--- src/rtl/io_pkg.sv ---
// ---------------------------------------------------------------------------
// io_pkg
// Shared constants for the board input block: how many slide switches and
// push buttons exist, where their words sit in the LSU input region, and the
// default debounce length (10 ms at a 50 MHz clock).
// No ports; imported by io_input_debouncer.
// ---------------------------------------------------------------------------
package io_pkg;

    localparam int unsigned NUM_SW                  = 18;
    localparam int unsigned NUM_KEY                 = 4;

    localparam logic [7:0]  IO_SW_OFFSET            = 8'h00;
    localparam logic [7:0]  IO_BTN_OFFSET           = 8'h10;

    localparam int unsigned DEFAULT_DEBOUNCE_CYCLES = 500000;

endpackage

--- src/rtl/debounce_cell.sv ---
// ---------------------------------------------------------------------------
// debounce_cell
// One-bit debouncer: a 2-flop synchronizer, a stability counter and the
// accepted (debounced) level. A new level is accepted only after the
// synchronized input has differed from the current level for
// DEBOUNCE_CYCLES consecutive cycles; any shorter excursion is forgotten.
//
// Parameters:
//   DEBOUNCE_CYCLES - consecutive differing cycles needed to accept (>= 2)
//   RESET_VAL       - value held by the synchronizer flops during reset
//   INVERT          - invert after synchronization (active-low inputs)
// Ports:
//   i_clk    - rising-edge clock
//   i_rst_n  - asynchronous active-low reset
//   i_raw    - asynchronous raw input level
//   o_level  - debounced level (registered)
//   o_rise   - high in the cycle whose clock edge moves o_level from 0 to 1
// ---------------------------------------------------------------------------
module debounce_cell #(
    parameter int unsigned DEBOUNCE_CYCLES = 4,
    parameter logic        RESET_VAL       = 1'b0,
    parameter logic        INVERT          = 1'b0
) (
    input  logic i_clk,
    input  logic i_rst_n,
    input  logic i_raw,
    output logic o_level,
    output logic o_rise
);

    localparam int unsigned      CNT_W   = $clog2(DEBOUNCE_CYCLES);
    localparam logic [CNT_W-1:0] CNT_MAX = CNT_W'(DEBOUNCE_CYCLES - 1);

    logic             sync1_q, sync1_d;
    logic             sync2_q, sync2_d;
    logic [CNT_W-1:0] cnt_q, cnt_d;
    logic             level_q, level_d;
    logic             synced;
    logic             accept;

    // The counter only runs while the synchronized input disagrees with the
    // accepted level; on the last count the level flips and the counter
    // restarts, so it can never pass CNT_MAX or wrap.
    always_comb begin
        sync1_d = i_raw;
        sync2_d = sync1_q;
        synced  = sync2_q ^ INVERT;
        accept  = 1'b0;
        cnt_d   = '0;
        level_d = level_q;
        if (synced != level_q) begin
            if (cnt_q == CNT_MAX) begin
                accept  = 1'b1;
                level_d = synced;
            end else begin
                cnt_d = cnt_q + 1'b1;
            end
        end
    end

    always_ff @(posedge i_clk or negedge i_rst_n) begin
        if (!i_rst_n) begin
            sync1_q <= RESET_VAL;
            sync2_q <= RESET_VAL;
            cnt_q   <= '0;
            level_q <= 1'b0;
        end else begin
            sync1_q <= sync1_d;
            sync2_q <= sync2_d;
            cnt_q   <= cnt_d;
            level_q <= level_d;
        end
    end

    assign o_level = level_q;
    // Announced one cycle early so the parent can register the event on the
    // same edge that the level rises.
    assign o_rise  = accept & synced;

endmodule

--- src/rtl/io_input_debouncer.sv ---
// ---------------------------------------------------------------------------
// io_input_debouncer
// Debounces the 18 slide switches and 4 active-low push buttons and keeps a
// sticky press-event bit per button for software to poll and clear.
//
// Parameters:
//   DEBOUNCE_CYCLES - stable synchronized cycles needed to accept a level
// Ports:
//   i_clk        - rising-edge clock
//   i_rst_n      - asynchronous active-low reset
//   i_sw_raw     - raw switch levels, 1 = on
//   i_key_n_raw  - raw button levels, 0 = pressed
//   i_evt_clr    - per-button synchronous clear of the sticky event bits
//   o_io_sw      - {14'b0, debounced switches}   (LSU input offset 0x00)
//   o_io_btn     - {24'b0, evt[3:0], pressed[3:0]} (LSU input offset 0x10)
// ---------------------------------------------------------------------------
module io_input_debouncer
    import io_pkg::*;
#(
    parameter int unsigned DEBOUNCE_CYCLES = DEFAULT_DEBOUNCE_CYCLES
) (
    input  logic               i_clk,
    input  logic               i_rst_n,
    input  logic [NUM_SW-1:0]  i_sw_raw,
    input  logic [NUM_KEY-1:0] i_key_n_raw,
    input  logic [NUM_KEY-1:0] i_evt_clr,
    output logic [31:0]        o_io_sw,
    output logic [31:0]        o_io_btn
);

    logic [NUM_SW-1:0]  sw_level;
    logic [NUM_SW-1:0]  sw_rise;
    logic [NUM_KEY-1:0] pressed;
    logic [NUM_KEY-1:0] key_rise;
    logic [NUM_KEY-1:0] evt_q, evt_d;
    logic               unused_sw_rise;

    for (genvar gi = 0; gi < NUM_SW; gi++) begin : g_sw
        debounce_cell #(
            .DEBOUNCE_CYCLES (DEBOUNCE_CYCLES),
            .RESET_VAL       (1'b0),
            .INVERT          (1'b0)
        ) u_cell (
            .i_clk   (i_clk),
            .i_rst_n (i_rst_n),
            .i_raw   (i_sw_raw[gi]),
            .o_level (sw_level[gi]),
            .o_rise  (sw_rise[gi])
        );
    end

    // Button synchronizers reset to the released level (1) so leaving reset
    // with the buttons up never looks like a press.
    for (genvar gk = 0; gk < NUM_KEY; gk++) begin : g_key
        debounce_cell #(
            .DEBOUNCE_CYCLES (DEBOUNCE_CYCLES),
            .RESET_VAL       (1'b1),
            .INVERT          (1'b1)
        ) u_cell (
            .i_clk   (i_clk),
            .i_rst_n (i_rst_n),
            .i_raw   (i_key_n_raw[gk]),
            .o_level (pressed[gk]),
            .o_rise  (key_rise[gk])
        );
    end

    assign unused_sw_rise = ^sw_rise;

    // A press arriving on the same edge as a clear must not be lost, so the
    // set term is ORed in after the clear is applied.
    always_comb begin
        evt_d = key_rise | (evt_q & ~i_evt_clr);
    end

    always_ff @(posedge i_clk or negedge i_rst_n) begin
        if (!i_rst_n) begin
            evt_q <= '0;
        end else begin
            evt_q <= evt_d;
        end
    end

    assign o_io_sw  = {{(32 - NUM_SW){1'b0}}, sw_level};
    assign o_io_btn = {{(32 - 2 * NUM_KEY){1'b0}}, evt_q, pressed};

endmodule

--- config.mk ---
export PLATFORM = sky130hd
export DESIGN_NAME = io_input_debouncer
export DESIGN_NICKNAME = d
export VERILOG_FILES = /design/src/rtl/io_pkg.sv /design/src/rtl/debounce_cell.sv /design/src/rtl/io_input_debouncer.sv
export SDC_FILE = /design/constraint.sdc
export NUM_CORES = 1
export LEC_CHECK = 0
export ABC_AREA = 1
export CAP_MARGIN = 10
export CELL_PAD_IN_SITES_DETAIL_PLACEMENT = 1
export CELL_PAD_IN_SITES_GLOBAL_PLACEMENT = 1
export CORE_UTILIZATION = 51
export CTS_BUF_LIST = sky130_fd_sc_hd__clkbuf_16
export DETAILED_ROUTE_END_ITERATION = 7
export PLACE_DENSITY = 0.91
export REMOVE_ABC_BUFFERS = 1
export SLEW_MARGIN = 20
export SYNTH_ARGS = -nofsm -noshare
export SYNTH_HDL_FRONTEND = slang
export SYNTH_HIERARCHICAL = 1
export SYNTH_SLANG_ARGS = --single-unit
--- constraint.sdc ---
create_clock -name i_clk -period 2.37 [get_ports i_clk]
set_input_delay 0.3555 -clock i_clk [delete_from_list [all_inputs] [get_ports i_clk]]
set_output_delay 0.3555 -clock i_clk [all_outputs]
set_load 0.1 [all_outputs]
==> impl_table.tex, run 1 <==
\begin{tabular}{lr}
\hline
Metric & Value \\
\hline
\multicolumn{2}{l}{\textbf{Min path}} \\
Number of cells traversed by the worst hold path & 1 \\
Kind of path behind the tightest hold check & primary input to flip-flop \\
\multicolumn{2}{l}{\textbf{STA}} \\
Clock Skews & around 16 ps \\
Min cycle time layout & 1809 ps \\
Least setup slack across all paths after layout & 560.9 ps \\
Achievable Freq & between 0.5 and 0.6 GHz \\
Max\_slew headroom & 0.6640 \\
Final worst path period share & 0.7633 \\
Post-route setup TNS & 0 ps \\
Setup violation total in the final timing report & 0 \\
Unrepaired setup endpoints after global routing & no \\
Actual transition at the worst max-transition pin & just over 500 ps \\
Total count of hold-check failures in the final report & 0 \\
Final Max Tran Viols & 0 \\
\multicolumn{2}{l}{\textbf{Detailed routing}} \\
Drc violations & 0 \\
Detailed Route WL & 68.98 mm \\
Via total after detailed routing & roughly 22000 \\
Drt via density & 5.285 \\
Initial detailed-routing violation count & 1085 \\
Routed length per placed instance & between 15 and 20 µm \\
Number of nets with antenna violations after detailed routing & 0 \\
1st-pass router iterations & 5 \\
\multicolumn{2}{l}{\textbf{Setup path}} \\
Crit path max-delay family & flip-flops \\
Worst path arrival time & $\sim$1500 ps \\
Delay of the slowest cell on the worst path & around 490 ps \\
Category of the worst setup path capture point & primary output \\
CP max FO & 3 \\
Worst-case register-to-register setup slack & $\sim$740 ps \\
Number of cell instances on the worst register-to-register path & 8 \\
Kind of start point of the critical path & flip-flop \\
Sum of buffers and inverters on the critical path & 1 \\
Worst endpoint required time & approximately 2000 ps \\
Setup Crit Path Kind & flip-flop to primary output \\
CP Depth & 1 \\
Slowest-stage cell, CP & sky130\_fd\_sc\_hd\_\_dfrtp\_1 \\
Cells traversed along the worst timing path & buf\_4 \\
\multicolumn{2}{l}{\textbf{Floorplanning}} \\
Starting Density & 0.5188 \\
I/O pin cnt & 92 \\
Row Count & 83 \\
Die height & approximately 230 µm \\
Die span in x & between 200 and 250 µm \\
Total die area & between 0.05 and 0.06 mm² \\
Placeable core area & 0.05151 mm² \\
\multicolumn{2}{l}{\textbf{Layout}} \\
Final core occ & 0.5799 \\
Final Non-Filler Cells & slightly above 4000 \\
Post-layout net count & 3463 \\
N\_diodes & 0 \\
FF/Latch Area & between 0.01 and 0.015 mm² \\
Fraction of final layout cells with drive strength greater than 1 & 0.1524 \\
Area of combinational cells with multiple inputs & between 0.01 and 0.015 mm² \\
Final-layout fill cell count & approximately 6300 \\
Area growth from synthesis to final layout & 11.79\% \\
\multicolumn{2}{l}{\textbf{Pwr}} \\
Leakage & about 13 nW \\
Switch share & 0.2403 \\
Combinational fraction of design power & 0.052 \\
P\_int & $\sim$14 mW \\
Largest vdd supply drop & 0.4891 mV \\
Clock group share of total power & 0.478 \\
Sequential fraction of design power & 0.470 \\
Switching Power & around 4.4 mW \\
Cell area power density & approximately 600 mW/mm² \\
\multicolumn{2}{l}{\textbf{Clock tree}} \\
TritonCTS clock tree & done \\
Count of H-tree levels built during CTS & 2 \\
CTS Buf Count & 54 \\
Clock-pin slew reported for the worst setup and hold paths after clock tree synthesis & about 60 ps \\
Clock latency at the later pin of the worst-skew pair & 610 ps \\
CTS Root Buffer Type & sky130\_fd\_sc\_hd\_\_clkbuf\_16 \\
Sink count of the clock tree & slightly below 500 \\
Largest buffer count on any clock path & 3 \\
\multicolumn{2}{l}{\textbf{Job}} \\
Maxcap violations & 0 \\
\multicolumn{2}{l}{\textbf{Placement}} \\
Placed instance count & 4036 \\
Place WS & between 800 and 900 ps \\
Gp weighted congestion & 0.8768 \\
Port Buffers & 53 \\
Placed wire-length estimate after detailed placement & about 48 mm \\
\multicolumn{2}{l}{\textbf{GRT}} \\
First-pass GRT wire length & 119.3 mm \\
GRT Overall Usage & 0.2680 \\
Vias in the first global route & approximately 25000 \\
Maximum number of pins on one net before global-route repair & slightly above 70 \\
Initial antenna violation count & 0 \\
Total grt overflow & 0 \\
\multicolumn{2}{l}{\textbf{Logic synthesis}} \\
Average cell area after synthesis & between 8 and 9 µm² \\
Summed instance area of the synthesized netlist & 0.02672 mm² \\
Synthesized instance count & approximately 3300 \\
Synthesis warning total & 6 \\
\multicolumn{2}{l}{\textbf{Outcome}} \\
Run status & complete, no violations \\
\hline
\end{tabular}
==> sequential cells by signal, summed over array words and instances, names as in the netlist <==
signal,count
g_sw.u_cell/cnt_q,342
g_key.u_cell/cnt_q,76
g_sw.u_cell/o_level,18
g_sw.u_cell/sync1_q,18
g_sw.u_cell/sync2_q,18
evt_q,4
g_key.u_cell/o_level,4
g_key.u_cell/sync1_q,4
g_key.u_cell/sync2_q,4
==> stage by stage <==
step | area [µm²] | power, mW | hold WS, ps
2_1_floorplan | 26570 | 9.278 | 59.91
3_3_place_gp | 28050 | 9.599 | 331.4
3_5_place_dp | 28050 | 9.663 | 328.9
4_1_cts | 29870 | 18.46 | 127.2
5_1_grt | 29870 | 18.83 | 143.4
6_report | 29870 | 18.21 | 160.3
==> routing by layer <==
layer	routed length (µm)	global-route usage	share of wire
met5	0	0	0
met4	1477	0.08878	0.021
met3	1703	0.03076	0.025
met2	36670	0.4971	0.53
met1	29130	0.3198	0.42
==> cells in the final DEF (no fill, tap or decap) <==
cell type	count
sky130_fd_sc_hd__o21ai_0	38
sky130_fd_sc_hd__buf_4	33
sky130_fd_sc_hd__nor2_4	69
sky130_fd_sc_hd__clkinv_4	1
sky130_fd_sc_hd__nor3b_2	40
sky130_fd_sc_hd__xor2_1	132
sky130_fd_sc_hd__nor2_1	702
sky130_fd_sc_hd__a21oi_1	66
sky130_fd_sc_hd__o21ai_1	71
sky130_fd_sc_hd__xnor2_2	4
sky130_fd_sc_hd__buf_12	5
sky130_fd_sc_hd__nand2_2	91
sky130_fd_sc_hd__inv_4	17
sky130_fd_sc_hd__o21a_1	22
sky130_fd_sc_hd__buf_8	1
sky130_fd_sc_hd__nor2_2	91
sky130_fd_sc_hd__nand3_1	261
sky130_fd_sc_hd__xor2_2	18
sky130_fd_sc_hd__clkinv_1	9
sky130_fd_sc_hd__nand2_4	21
sky130_fd_sc_hd__bufinv_16	9
sky130_fd_sc_hd__nor3_1	47
sky130_fd_sc_hd__inv_6	2
sky130_fd_sc_hd__nor3b_1	4
sky130_fd_sc_hd__clkinv_2	12
sky130_fd_sc_hd__nand4_1	44
sky130_fd_sc_hd__dfrtp_1	480
sky130_fd_sc_hd__inv_1	388
sky130_fd_sc_hd__xnor2_1	44
sky130_fd_sc_hd__nand2_1	534
sky130_fd_sc_hd__inv_2	27
sky130_fd_sc_hd__clkdlybuf4s50_1	26
sky130_fd_sc_hd__o22ai_1	1
sky130_fd_sc_hd__dfstp_2	8
sky130_fd_sc_hd__dlygate4sd3_1	1
sky130_fd_sc_hd__clkbuf_16	55
sky130_fd_sc_hd__ha_1	22
sky130_fd_sc_hd__nand3_2	23
sky130_fd_sc_hd__conb_1	38
==> final timing paths <==
kind,startpoint,to
max in group asynchronous,i_rst_n,g_sw[3].u_cell/cnt_q[17]$_DFF_PN0_
max reg2reg,g_sw[15].u_cell/cnt_q[0]$_DFF_PN0_,g_sw[15].u_cell/cnt_q[18]$_DFF_PN0_
min in group asynchronous,i_rst_n,g_sw[14].u_cell/sync1_q$_DFF_PN0_
min,i_key_n_raw[1],g_key[1].u_cell/sync1_q$_DFF_PN1_
min reg2reg,g_sw[17].u_cell/sync1_q$_DFF_PN0_,g_sw[17].u_cell/sync2_q$_DFF_PN0_
max,g_sw[5].u_cell/o_level$_DFFE_PN0P_,o_io_sw[5]
==> timing repair <==
| action | CTS | global route |
|---|---|---|
| endpoints found under the hold margin | 38 | 0 |
| hold buffers | 1 | 0 |
| buffers inserted | 0 | 0 |
| gates resized for setup | 0 | 0 |
==> power by group through the flow <==
stage | clock network (mW) | logic, mW | registers [mW]
final | 8.71 | 0.947 | 8.56
after detailed placement | 0 | 0.951 | 8.71
after CTS | 8.93 | 0.969 | 8.56
after global routing | 9.20 | 1.06 | 8.57
after global placement | 0 | 0.903 | 8.70
after floorplan | 0 | 0.592 | 8.69
==> cell type report <==
class,count,area share
Sequential cell,488,0.4092
Multi-Input combinational cell,2383,0.4263
Timing Repair Buffer,66,0.02120
Inverter,420,0.05420
Clock inverter,45,0.01458
Clock buffer,55,0.04608
Tap cell,680,0.02848
Note: power is estimated with default switching activity, not from simulation.
==> run 2, diff against run 1 <==
- CORE_UTILIZATION: 51 -> 43
- PLACE_DENSITY: 0.91 -> 0.83
- clock period: 2.37 -> 1.6 ns (I/O delays scaled with it)
==> run 2 against run 1 <==
- clock power is 45% higher
- first-iteration DRC count is 25% lower
- sequential share of layout area is 1.2 points lower
- count of clock-buffer cells in the layout is 1 higher
- sequential cell count stayed put
- power is 47% higher
- die area is 18% higher
- critical path type unchanged
- critical endpoint is now o_io_btn[0]
- highest routed layer unchanged
==> impl_table.tex, run 2 (synthesis gave the netlist of run 1 again) <==
\begin{tabular}{lr}
\hline
Metric & Value \\
\hline
\multicolumn{2}{l}{\textbf{Outcome}} \\
Run status & complete, no violations \\
\multicolumn{2}{l}{\textbf{Layout}} \\
Top library cells by usage in the layout, fill and taps aside & sky130\_fd\_sc\_hd\_\_nor2\_1 (693), sky130\_fd\_sc\_hd\_\_nand2\_1 (530), sky130\_fd\_sc\_hd\_\_dfrtp\_1 (471), sky130\_fd\_sc\_hd\_\_inv\_1 (391), sky130\_fd\_sc\_hd\_\_nand3\_1 (261) \\
Most common cell after layout, fill and taps aside & sky130\_fd\_sc\_hd\_\_nor2\_1 \\
Cell area after layout & $\sim$0.031 mm² \\
Registers with the highest flip-flop counts & g\_sw.u\_cell/cnt\_q: 342 flops, g\_key.u\_cell/cnt\_q: 76 flops \\
Area growth from synthesis to final layout & 15.40\% \\
Top register by number of flip-flops & g\_sw.u\_cell/cnt\_q \\
Final-layout fill cell count & $\sim$7400 \\
Post-layout net count & between 3000 and 4000 \\
Fraction of final layout cells with drive strength greater than 1 & 0.1635 \\
N\_diodes & 0 \\
Max FFs per register & roughly 340 \\
\multicolumn{2}{l}{\textbf{Setup path}} \\
Category of the worst setup path capture point & primary output \\
Crit path max-delay family & flip-flops \\
Sum of buffers and inverters on the critical path & 1 \\
Slowest-stage cell, CP & sky130\_fd\_sc\_hd\_\_dfrtp\_1 \\
Worst endpoint required time & between 1000 and 1500 ps \\
Delay of the slowest cell on the worst path & roughly 470 ps \\
CP max FO & 4 \\
Worst path arrival time & between 1000 and 1500 ps \\
CP startpoint & g\_key[0].u\_cell/o\_level\$\_DFFE\_PN0P\_ \\
R2r startpoint & g\_sw[13].u\_cell/cnt\_q[0]\$\_DFF\_PN0\_ \\
Kind of start point of the critical path & flip-flop \\
Setup Crit Path Kind & flip-flop to primary output \\
Cells traversed along the worst timing path & buf\_12 \\
\multicolumn{2}{l}{\textbf{Pwr}} \\
Largest vdd supply drop & 0.8001 mV \\
Leakage & around 13 nW \\
Sum of internal, switching and leakage power & between 20 and 30 mW \\
Cell area power density & 867.1 mW/mm² \\
\multicolumn{2}{l}{\textbf{STA}} \\
Final worst path period share & 0.9615 \\
Min Hold Slack & roughly 54 ps \\
Achievable Freq & $\sim$0.65 GHz \\
Unrepaired setup endpoints after global routing & yes \\
Final Max Tran Viols & 0 \\
Min cycle time layout & $\sim$1500 ps \\
Clock Skews & $\sim$22 ps \\
Setup violation total in the final timing report & 0 \\
Total count of hold-check failures in the final report & 0 \\
Least setup slack across all paths after layout & around 62 ps \\
\multicolumn{2}{l}{\textbf{GRT}} \\
GRT Overall Usage & 0.1993 \\
Maximum number of pins on one net before global-route repair & 70 \\
Total grt overflow & 0 \\
Initial antenna violation count & 0 \\
Vias in the first global route & approximately 23000 \\
First-pass GRT wire length & approximately 110 mm \\
\multicolumn{2}{l}{\textbf{Clock tree}} \\
CTS Buf Count & 56 \\
Sink count of the clock tree & between 400 and 500 \\
Count of H-tree levels built during CTS & 2 \\
CTS Root Buffer Type & sky130\_fd\_sc\_hd\_\_clkbuf\_16 \\
Clock-pin slew reported for the worst setup and hold paths after clock tree synthesis & roughly 60 ps \\
Largest buffer count on any clock path & 3 \\
Clock latency at the later pin of the worst-skew pair & about 630 ps \\
TritonCTS clock tree & done \\
\multicolumn{2}{l}{\textbf{Floorplanning}} \\
Total die area & $\sim$0.063 mm² \\
Placeable core area & around 0.062 mm² \\
Starting Density & 0.4338 \\
Die span in x & roughly 250 µm \\
Die height & between 200 and 300 µm \\
I/O pin cnt & just over 90 \\
Row Count & approximately 90 \\
\multicolumn{2}{l}{\textbf{Min path}} \\
Kind of path behind the tightest hold check & primary input to flip-flop \\
Hold Startpoint & i\_sw\_raw[15] \\
\multicolumn{2}{l}{\textbf{Detailed routing}} \\
Number of nets with antenna violations after detailed routing & 0 \\
Detailed Route WL & between 60 and 70 mm \\
1st-pass router iterations & 5 \\
Drc violations & 0 \\
Drt via density & around 4.9 \\
Via total after detailed routing & about 21000 \\
Initial detailed-routing violation count & about 800 \\
Routed length per placed instance & approximately 14 µm \\
\multicolumn{2}{l}{\textbf{Placement}} \\
Cell area after placement & around 0.029 mm² \\
Place WS & between 40 and 50 ps \\
Gp weighted congestion & around 0.8 \\
Port Buffers & 53 \\
Placed wire-length estimate after detailed placement & 44.78 mm \\
\multicolumn{2}{l}{\textbf{Job}} \\
Maxcap violations & 0 \\
\hline
\end{tabular}
-- run 2: cell count changes in the layout (fill, tap and decap cells not counted), sizes merged --
cell / change
buf: +17
bufinv: -3
clkinvlp: +4
clkbuf: +1
inv: +3
dlygate4sd3: +7
-- run 2: path summary, 6_finish.rpt --
check	slack (ps)	cells past startpoint	endpoint
min in group asynchronous	200	3	g_sw[0].u_cell/cnt_q[1]$_DFF_PN0_
hold reg to reg	340	0	g_sw[1].u_cell/sync2_q$_DFF_PN0_
hold / removal	50	1	g_sw[15].u_cell/sync1_q$_DFF_PN0_
setup reg to reg	90	8	g_sw[13].u_cell/cnt_q[18]$_DFF_PN0_
max in group asynchronous	550	3	g_key[3].u_cell/cnt_q[5]$_DFF_PN0_
setup / recovery	60	1	o_io_btn[0]
-- run 2: repair_timing --
action / 4_1_cts / 5_1_grt
buffers inserted: 0 / 2
pin swaps: 0 / 6
endpoints found under the setup margin: 6 / 60
hold buffers: 8 / 0
endpoints found under the hold margin: 476 / 0
gates resized for setup: 6 / 39
-- run 2: stage by stage --
| stage | setup TNS (ps) | utilization | instances |
|---|---|---|---|
| 6_report | 0 | 0.5006 | 4323 |
| 5_1_grt | -310.4 | 0.5006 | 4323 |
| 4_1_cts | 0 | 0.4978 | 4321 |
| 3_5_place_dp | 0 | 0.4671 | 4208 |
| 3_3_place_gp | 0 | 0.4671 | 4208 |
| 2_1_floorplan | -2493 | - | 3291 |
-- run 2: layer usage --
layer / share of wire / wire length (µm) / global-route usage / vias up
met3: 0.024 / 1451 / 0.02713 / 81
met4: 0.020 / 1230 / 0.05436 / 0
met2: 0.50 / 30530 / 0.3552 / 147
met1: 0.45 / 27560 / 0.2519 / 10266
met5: 0 / 0 / 0 / -
li1: - / - / - / 10502
-- run 2: area by class of cell --
cell class	count	area, µm²	area share
Clock buffer	56	1401	0.04545
Clock inverter	49	404.1	0.01311
Inverter	420	1619	0.05251
Multi-Input combinational cell	2383	12890	0.4179
Sequential cell	488	12230	0.3967
Tap cell	837	1047	0.03396
Timing Repair Buffer	90	1244	0.04033
-- run 2: where the power goes --
group	switching, mW	total, mW	internal (mW)
Clock	5.29	12.6	7.32
Sequential	0.134	12.7	12.5
Combinational	1.10	1.45	0.357
